`config.mk`:
```
export PLATFORM = sky130hd
export DESIGN_NAME = uart_receiver
export DESIGN_NICKNAME = d
export VERILOG_FILES = /design/src/rtl/uart_receiver.sv
export SDC_FILE = /design/constraint.sdc
export NUM_CORES = 1
export LEC_CHECK = 0
export BUFFER_PORTS_ARGS = -buffer_cell sky130_fd_sc_hd__buf_2
export CAP_MARGIN = 20
export CORE_MARGIN = 5
export CORE_UTILIZATION = 50
export DETAILED_ROUTE_END_ITERATION = 12
export PLACE_DENSITY = 0.64
export REMOVE_ABC_BUFFERS = 1
export SLEW_MARGIN = 20
export SYNTH_ARGS = -nofsm -noshare
export SYNTH_HDL_FRONTEND = slang
export SYNTH_SLANG_ARGS = --single-unit
export TNS_END_PERCENT = 100
```
`constraint.sdc`:
```
create_clock -name clk -period 5.24 [get_ports clk]
set_input_delay 1.048 -clock clk [delete_from_list [all_inputs] [get_ports clk]]
set_output_delay 1.048 -clock clk [all_outputs]
set_load 0.005 [all_outputs]
```
`src/rtl/uart_receiver.sv`:
```
`default_nettype none
// ============================================================================
// Module      : uart_receiver
// Description : 8E1 UART receiver with run-time baud selection. Good frames
//               update DataOut; parity or framing errors pulse Mreset for one
//               clock so the remote transmitter can be reset or retried.
// Revision    : 1.0 - initial release
// ============================================================================
module uart_receiver #(
    parameter int unsigned DIV0 = 434,
    parameter int unsigned DIV1 = 217,
    parameter int unsigned DIV2 = 109,
    parameter int unsigned DIV3 = 72,
    parameter int unsigned DIV4 = 36
) (
    input  logic       clk,
    input  logic       reset,
    input  logic       Rx_in,
    input  logic [2:0] BC,
    output logic [7:0] DataOut,
    output logic       Mreset
);

    localparam int CNT_W = 16;

    typedef enum logic [2:0] {
        S_IDLE      = 3'd0,
        S_START     = 3'd1,
        S_DATA      = 3'd2,
        S_PARITY    = 3'd3,
        S_STOP      = 3'd4,
        S_WAIT_HIGH = 3'd5
    } state_t;

    state_t             state_q, state_d;
    logic               rx_meta_q;
    logic               rx_sync_q;
    logic [CNT_W-1:0]   div_q, div_d;
    logic [CNT_W-1:0]   cnt_q, cnt_d;
    logic [2:0]         bit_idx_q, bit_idx_d;
    logic [7:0]         shift_q, shift_d;
    logic               par_q, par_d;
    logic [7:0]         data_out_q, data_out_d;
    logic               mreset_q, mreset_d;

    logic [CNT_W-1:0]   div_sel;
    logic [CNT_W-1:0]   half_div;
    logic               bit_done;
    logic               half_done;
    logic               frame_good;

    // Baud divisor decode; unlisted codes fall back to the default rate
    always_comb begin
        div_sel = CNT_W'(DIV0);
        case (BC)
            3'b001:  div_sel = CNT_W'(DIV1);
            3'b010:  div_sel = CNT_W'(DIV2);
            3'b011:  div_sel = CNT_W'(DIV3);
            3'b100:  div_sel = CNT_W'(DIV4);
            default: div_sel = CNT_W'(DIV0);
        endcase
    end

    assign half_div   = div_q >> 1;
    assign half_done  = (cnt_q == half_div - CNT_W'(1));
    assign bit_done   = (cnt_q == div_q - CNT_W'(1));
    // Even parity: data XOR parity must be zero, and stop must be high
    assign frame_good = rx_sync_q && ((^shift_q ^ par_q) == 1'b0);

    // Two-flop synchronizer for the asynchronous serial line
    always_ff @(posedge clk) begin
        if (!reset) begin
            rx_meta_q <= 1'b1;
            rx_sync_q <= 1'b1;
        end else begin
            rx_meta_q <= Rx_in;
            rx_sync_q <= rx_meta_q;
        end
    end

    // Receiver state and datapath registers
    always_ff @(posedge clk) begin
        if (!reset) begin
            state_q    <= S_IDLE;
            div_q      <= CNT_W'(DIV0);
            cnt_q      <= '0;
            bit_idx_q  <= '0;
            shift_q    <= '0;
            par_q      <= 1'b0;
            data_out_q <= 8'h00;
            mreset_q   <= 1'b0;
        end else begin
            state_q    <= state_d;
            div_q      <= div_d;
            cnt_q      <= cnt_d;
            bit_idx_q  <= bit_idx_d;
            shift_q    <= shift_d;
            par_q      <= par_d;
            data_out_q <= data_out_d;
            mreset_q   <= mreset_d;
        end
    end

    // Next-state and datapath logic; all samples are taken at mid-bit
    always_comb begin
        state_d    = state_q;
        div_d      = div_q;
        cnt_d      = cnt_q + CNT_W'(1);
        bit_idx_d  = bit_idx_q;
        shift_d    = shift_q;
        par_d      = par_q;
        data_out_d = data_out_q;
        mreset_d   = 1'b0;

        case (state_q)
            S_IDLE: begin
                // Divisor only follows BC between frames
                div_d     = div_sel;
                cnt_d     = '0;
                bit_idx_d = '0;
                if (!rx_sync_q) begin
                    state_d = S_START;
                end
            end
            S_START: begin
                if (half_done) begin
                    cnt_d   = '0;
                    state_d = rx_sync_q ? S_IDLE : S_DATA;
                end
            end
            S_DATA: begin
                if (bit_done) begin
                    cnt_d     = '0;
                    shift_d   = {rx_sync_q, shift_q[7:1]};
                    bit_idx_d = bit_idx_q + 3'd1;
                    if (bit_idx_q == 3'd7) begin
                        state_d = S_PARITY;
                    end
                end
            end
            S_PARITY: begin
                if (bit_done) begin
                    cnt_d   = '0;
                    par_d   = rx_sync_q;
                    state_d = S_STOP;
                end
            end
            S_STOP: begin
                if (bit_done) begin
                    cnt_d = '0;
                    if (frame_good) begin
                        data_out_d = shift_q;
                    end else begin
                        mreset_d = 1'b1;
                    end
                    // A low stop bit means the line may be held low; do not
                    // re-arm start detection until it returns high
                    state_d = rx_sync_q ? S_IDLE : S_WAIT_HIGH;
                end
            end
            S_WAIT_HIGH: begin
                cnt_d = '0;
                if (rx_sync_q) begin
                    state_d = S_IDLE;
                end
            end
            default: begin
                state_d = S_IDLE;
                cnt_d   = '0;
            end
        endcase
    end

    assign DataOut = data_out_q;
    assign Mreset  = mreset_q;

endmodule
`default_nettype wire

```
==> impl_metrics.ini, run 1 <==
[run_status]
outcome = complete, no violations

[yosys]
avgSynthCellArea_sq_um = 8.600
ys_ff_latch = 48
post_synth_edffs = 0
synth-warning-count = 0
predominant_post_synthesis_flop_cell = sky130_fd_sc_hd__dfxtp_1
post_synth_instance_area_sq_um = 2778
synth_sequential_area_ratio_pct = 34.59
synth-async-reset-ratio_pct = 0
synthesis.instances = 323
yosysUniqueCellTypes = 59

[timing]
period_minus_slack_ps = 3229
worstMarginPinSlew_ps = 706.7
worst_slew_margin_rel_pct = 52.75
hold_violations = 0
achievable-frequency_mhz = 309.7
timing_max_transition_violations_final = 0
final_min_period_over_clock_period_pct = 61.63
rsz0062_at_grt = no
fin_worst_skew_ps = 6.994
finalSetupViolCount = 0
setup_total_negative_slack_ps = 0
finalHoldWorstSlack_ps = 416.4

[placement]
global_placement_routability_congestion = 0.8902
placed_cell_area_sq_um = 2824
hpwlAfterDp_microns = 3976
port-buffer-count = 14

[power]
power_frac_seq_pct = 51.5
internal-power_mw = 0.5583
p_switching_mw = 0.2492
power.share.combinational_pct = 20.5
p_per_area_nw_per_um2 = 276.7
vdd.ir_drop.worst_uv = 177.1
power.share.switching_pct = 30.86
power.leakage_nw = 1.095
pwr-share-clk_pct = 27.9

[setup_path]
r2r-start = div_q[6]
setup.worst_path.class = flop to flop
ff2ff_path_depth = 10
slowest_cell_on_the_critical_path = sky130_fd_sc_hd__or4_4
critical_path.cell_chain = or4_4 -> nor2_4 -> ha_1 -> xnor2_1 -> nor4_1 -> o2111ai_1 -> nor4_2 -> o2bb2ai_2 -> or3_4 -> o41ai_2
worst_setup_startpoint = div_q[6]
critPathCapture = state_q[1]
timing.critical_path.to_type = flop
r2r_end = state_q[1]
critical_path.max_stage_delay_ps = 600
rrSetupSlack_ps = 2010
largest_fanout_of_any_net_on_the_critical_path = 16
startpoint_type = flop
critPathArrivalTime_ps = 3430
worst_ep_required_time_ps = 5440

[floorplan]
fp.coreArea_sq_um = 5439
die-width_microns = 84.54
initial_utilization_pct = 51.07
die_y_microns = 84.54
die-area_sq_um = 7146
placementRows = 27
top_level_ports = 15

[clocking]
ctsRootBufferMaster = sky130_fd_sc_hd__clkbuf_8
clock_latency_ps = 290
post_cts_buffers = 0
cts-root-to-sink-buffers = 2
cts_hold_buf = 0
htreeDepth = 2
numCtsBuffers = 5
cts.clk_slew.worst_paths_ps = 80
cts_tree = done
post_cts_resized = 0
clock_sink_count = 48

[grt]
grt_antenna_before_repair = 0
grt_start_max_net_pins = 27
grtUsageTotal_pct = 15.73
grt_first_pass_wirelength_microns = 9349
grt_pass1_vias = 2044
globalRoute.totalOverflow = 0

[finish]
post-route-util_pct = 53.65
most-common-layout-cells = sky130_fd_sc_hd__nor2_1 (50), sky130_fd_sc_hd__dfxtp_1 (48), sky130_fd_sc_hd__xnor2_1 (23), sky130_fd_sc_hd__nand2_1 (19), sky130_fd_sc_hd__xor2_1 (19)
fill_cells = 518
post-route-cell-area_sq_um = 2918
mostFrequentLayoutCell = sky130_fd_sc_hd__nor2_1
sequential_cell_area_sq_um = 960.9
syn_to_final_growth_pct = 5.045
n_antenna_cell = 0
multiInputGateArea_sq_um = 1677
post_route_cells_drive_above_1_share_pct = 11.84
finish.net_count = 332

[min_path]
timing.hold.worst.class = flop to flop

[routing]
drt_pre_antenna_iters = 4
drt-vias-per-instance = 5.471
routedWlPerCell_microns = 13.67
detailed_route_iter0_violations = 85
routed_wl_microns = 5372
route.antenna.remaining_nets = 0
num_vias = 2150
drc_violation_count_after_routing = 0

[job]
maxCapViolCount = 0
==> power groups by stage <==
| stage | sequential [mW] | clock (mW) | combinational [mW] |
|---|---|---|---|
| 6_report | 0.416 | 0.225 | 0.166 |
| 5_1_grt | 0.420 | 0.251 | 0.184 |
| 4_1_cts | 0.416 | 0.233 | 0.167 |
| 3_5_place_dp | 0.425 | 0 | 0.166 |
| 3_3_place_gp | 0.425 | 0 | 0.164 |
| 2_1_floorplan | 0.414 | 0 | 0.138 |
==> how the worst min path moves through the flow <==
stage                     cells after the start         to  slack (ps)      start
final                                         1  rx_sync_q         420  rx_meta_q
after global routing                          1  rx_sync_q         440  rx_meta_q
after CTS                                     1  rx_sync_q         420  rx_meta_q
after floorplan                               1  rx_sync_q         390  rx_meta_q
after detailed placement                      1  rx_sync_q         400  rx_meta_q
after global placement                        1  rx_sync_q         390  rx_meta_q
==> flip-flops by register name, summed over array words and instances, names as in the netlist <==
name,cells
div_q,6
state_q,3
shift_q,8
bit_idx_q,3
rx_sync_q,1
par_q,1
rx_meta_q,1
Mreset,1
DataOut,8
cnt_q,16
==> worst max-delay path, delay by kind of cell (launching register included) <==
kind / cells / cell delay [ps]
compound gates: 3 / 580
fa+ha+maj: 1 / 240
xor+xnor: 1 / 120
simple gates: 5 / 1680
flops: 1 / 510
==> per-stage QoR <==
step	setup WS (ps)	instances	total power [mW]
floorplan	2348	299	0.5517
global placement	1970	385	0.5890
detailed placement	2018	385	0.5909
CTS	2003	393	0.8156
global route	1689	393	0.8552
finish	2011	393	0.8074
==> cell families (layout without fill, tap and decap cells) <==
family	count (synthesis)	in the layout	share of synthesized area, %
AND/OR/NAND/NOR	136	136	27.39
flip-flops	48	48	34.59
AO/OA/AOI/OAI	43	43	10.45
XOR/XNOR	43	43	14.05
buffers and inverters	31	29	5.045
multiplexers	16	16	5.766
adder cells (fa/ha/maj)	6	6	2.703
==> final cells by class <==
class / instances / area share (%)
Multi-Input combinational cell: 244 / 57.46
Sequential cell: 48 / 32.93
Tap cell: 72 / 3.087
Clock buffer: 7 / 2.959
Timing Repair Buffer: 14 / 2.401
Inverter: 7 / 0.9005
Clock inverter: 1 / 0.2573
==> cell usage after synthesis (2+ instances only) <==
cell / instances / share of area [%]
sky130_fd_sc_hd__nor2_1: 50 / 6.8
sky130_fd_sc_hd__dfxtp_1: 48 / 35
sky130_fd_sc_hd__xnor2_1: 23 / 7.3
sky130_fd_sc_hd__nand2_1: 19 / 2.6
sky130_fd_sc_hd__xor2_1: 19 / 6.0
sky130_fd_sc_hd__a21oi_1: 16 / 2.9
sky130_fd_sc_hd__mux2i_1: 16 / 5.8
sky130_fd_sc_hd__clkbuf_1: 15 / 2.0
sky130_fd_sc_hd__nand3_1: 11 / 2.0
sky130_fd_sc_hd__nor3_1: 8 / 1.4
sky130_fd_sc_hd__o21ai_0: 8 / 1.4
sky130_fd_sc_hd__ha_1: 6 / 2.7
sky130_fd_sc_hd__inv_1: 6 / 0.81
sky130_fd_sc_hd__nand4_1: 6 / 1.4
sky130_fd_sc_hd__and3_1: 5 / 1.1
sky130_fd_sc_hd__buf_2: 4 / 0.72
sky130_fd_sc_hd__nand2b_1: 4 / 0.90
sky130_fd_sc_hd__nor2b_1: 4 / 0.90
sky130_fd_sc_hd__o211ai_1: 4 / 1.1
sky130_fd_sc_hd__and4_1: 3 / 0.95
sky130_fd_sc_hd__nor4_1: 3 / 0.68
sky130_fd_sc_hd__or3_1: 3 / 0.68
sky130_fd_sc_hd__buf_1: 2 / 0.27
sky130_fd_sc_hd__buf_6: 2 / 0.81
sky130_fd_sc_hd__nand3b_1: 2 / 0.54
sky130_fd_sc_hd__nor3b_1: 2 / 0.54
sky130_fd_sc_hd__nor4_2: 2 / 0.90
==> routing by layer <==
layer | wire (microns) | track usage (%) | part of all wire [%] | vias up
met4 | 145 | 5.755 | 2.7 | 0
met1 | 2451 | 19.61 | 46 | 1001
met5 | 0 | 0 | 0 | -
met2 | 2609 | 26.62 | 49 | 32
met3 | 165 | 3.435 | 3.1 | 14
li1 | - | - | - | 1103
(Power assumes the default switching activity.)
==> run 2, diff against run 1 <==
==> constraint.sdc (replaced) <==
create_clock -name clk -period 3.1 [get_ports clk]
set_input_delay 0.62 -clock clk [delete_from_list [all_inputs] [get_ports clk]]
set_output_delay 0.62 -clock clk [all_outputs]
set_load 0.005 [all_outputs]
==> impl_metrics.ini, run 2 (synthesis results as in run 1) <==
[setup_path]
rrSetupSlack_ps = 200
r2r_end = state_q[1]
ff2ff_path_depth = 10
r2r-start = div_q[1]
largest_fanout_of_any_net_on_the_critical_path = 5
setup.worst_path.class = flop to flop
startpoint_type = flop
timing.critical_path.to_type = flop
worst_ep_required_time_ps = 3300
critPathArrivalTime_ps = 3100

[clocking]
clock_sink_count = 48
post_cts_resized = 0
clock_latency_ps = 290
cts.clk_slew.worst_paths_ps = 80
cts_tree = done
ctsRootBufferMaster = sky130_fd_sc_hd__clkbuf_8
cts_hold_buf = 0
htreeDepth = 2
post_cts_buffers = 0
cts-root-to-sink-buffers = 2
numCtsBuffers = 5

[timing]
achievable-frequency_mhz = 345.0
worst_slew_margin_rel_pct = 65.00
timing_max_transition_violations_final = 0
finalSetupViolCount = 0
rsz0062_at_grt = no
worstMarginPinSlew_ps = 521.0
setup_total_negative_slack_ps = 0
hold_violations = 0
final_min_period_over_clock_period_pct = 93.50
fin_worst_skew_ps = 9.133
period_minus_slack_ps = 2899

[power]
internal-power_mw = 0.9403
power.share.combinational_pct = 25.0
power_frac_seq_pct = 48.5
power.share.switching_pct = 31.31
p_per_area_nw_per_um2 = 454.7
p_switching_mw = 0.4286
pwr-share-clk_pct = 26.5
vdd.ir_drop.worst_uv = 325.5
power.leakage_nw = 1.154

[min_path]
whs_path_depth = 1
holdPathEnd = rx_sync_q
timing.hold.worst.class = flop to flop
worstHoldStart = rx_meta_q

[job]
maxCapViolCount = 0

[floorplan]
top_level_ports = 15
die-width_microns = 84.54
die-area_sq_um = 7146
die_y_microns = 84.54
initial_utilization_pct = 51.07
placementRows = 27
fp.coreArea_sq_um = 5439

[finish]
finish.net_count = 345
most-common-layout-cells = sky130_fd_sc_hd__nor2_1 (50), sky130_fd_sc_hd__dfxtp_1 (48), sky130_fd_sc_hd__xnor2_1 (23), sky130_fd_sc_hd__nand2_1 (19), sky130_fd_sc_hd__xor2_1 (19)
largest_register_ff_count = 16
final-instance-count-excl-fill = 406
post_route_cells_drive_above_1_share_pct = 15.27
n_antenna_cell = 0
mostFrequentLayoutCell = sky130_fd_sc_hd__nor2_1
registers.top_by_ff_count = cnt_q
syn_to_final_growth_pct = 8.378

[routing]
routed_wl_microns = 5610
drt-vias-per-instance = 5.419
detailed_route_iter0_violations = 76
drc_violation_count_after_routing = 0
route.antenna.remaining_nets = 0
num_vias = 2200
drt_pre_antenna_iters = 5
routedWlPerCell_microns = 13.82

[placement]
global_placement_routability_congestion = 0.8416
hpwlAfterDp_microns = 4116
port-buffer-count = 14
numPlacedInstances = 398

[run_status]
outcome = complete, no violations

[grt]
grt_pass1_vias = 2082
grt_antenna_before_repair = 0
grtUsageTotal_pct = 16.18
grt_start_max_net_pins = 23
grt_first_pass_wirelength_microns = 9584
globalRoute.totalOverflow = 0
## run 2: changes by cell type in the layout (fill, tap and decap cells not counted), sizes merged
cell	delta
buf	+13
clkbuf	-1
clkinv	+1
## run 2: worst max-delay path, cell delays in order (launching register included)
cell                        delay (ps)
sky130_fd_sc_hd__dfxtp_1           340
sky130_fd_sc_hd__or4_4             570
sky130_fd_sc_hd__nor2_4            130
sky130_fd_sc_hd__ha_1              250
sky130_fd_sc_hd__xnor2_1           130
sky130_fd_sc_hd__nor4_1            230
sky130_fd_sc_hd__o2111ai_1         190
sky130_fd_sc_hd__nor4_2            190
sky130_fd_sc_hd__o2bb2ai_2         120
sky130_fd_sc_hd__or3_4             410
sky130_fd_sc_hd__o41ai_2           260
## run 2: final cells by class
class                           instances  area (sq um)
Clock buffer                            6         72.57
Clock inverter                          2         16.27
Fill cell                             543          2429
Inverter                                7         26.28
Multi-Input combinational cell        244          1677
Sequential cell                        48         960.9
Tap cell                               72         90.09
Timing Repair Buffer                   27         167.7
## run 2: worst max path at each step
stage,startpoint,to,cells after the start
5_1_grt,div_q[1],state_q[1],10
3_5_place_dp,div_q[1],state_q[1],10
4_1_cts,div_q[1],state_q[1],10
3_3_place_gp,div_q[1],state_q[1],10
6_report,div_q[1],state_q[1],10
2_1_floorplan,div_q[6],state_q[1],10
## run 2: metal layers
metal / vias up / share of wire [%] / GRT usage [%]
met1: 1030 / 46 / 19.71
li1: 1134 / - / -
met4: 0 / 1.2 / 4.173
met3: 7 / 2.3 / 2.748
met2: 29 / 51 / 29.32
met5: - / 0 / 0
## run 2: power groups by stage
stage	Clock, mW	Combinational (mW)	Sequential, mW
finish	0.363	0.342	0.665
global route	0.403	0.374	0.672
CTS	0.374	0.344	0.666
detailed placement	0	0.341	0.680
global placement	0	0.335	0.679
floorplan	0	0.233	0.700
## run 2: through the flow
| stage | util (%) | instance area [sq um] | setup slack, ps | hold WS, ps | total power [mW] |
|---|---|---|---|---|---|
| after floorplan | - | 2664 | 208.5 | 386.3 | 0.9326 |
| after global placement | 53.72 | 2922 | 223.4 | 395.2 | 1.014 |
| after detailed placement | 53.72 | 2922 | 159.8 | 395.4 | 1.021 |
| after CTS | 55.35 | 3010 | 37.84 | 419.4 | 1.384 |
| after global routing | 55.35 | 3010 | 23.51 | 444.3 | 1.449 |
| final | 55.35 | 3010 | 201.5 | 413.9 | 1.369 |
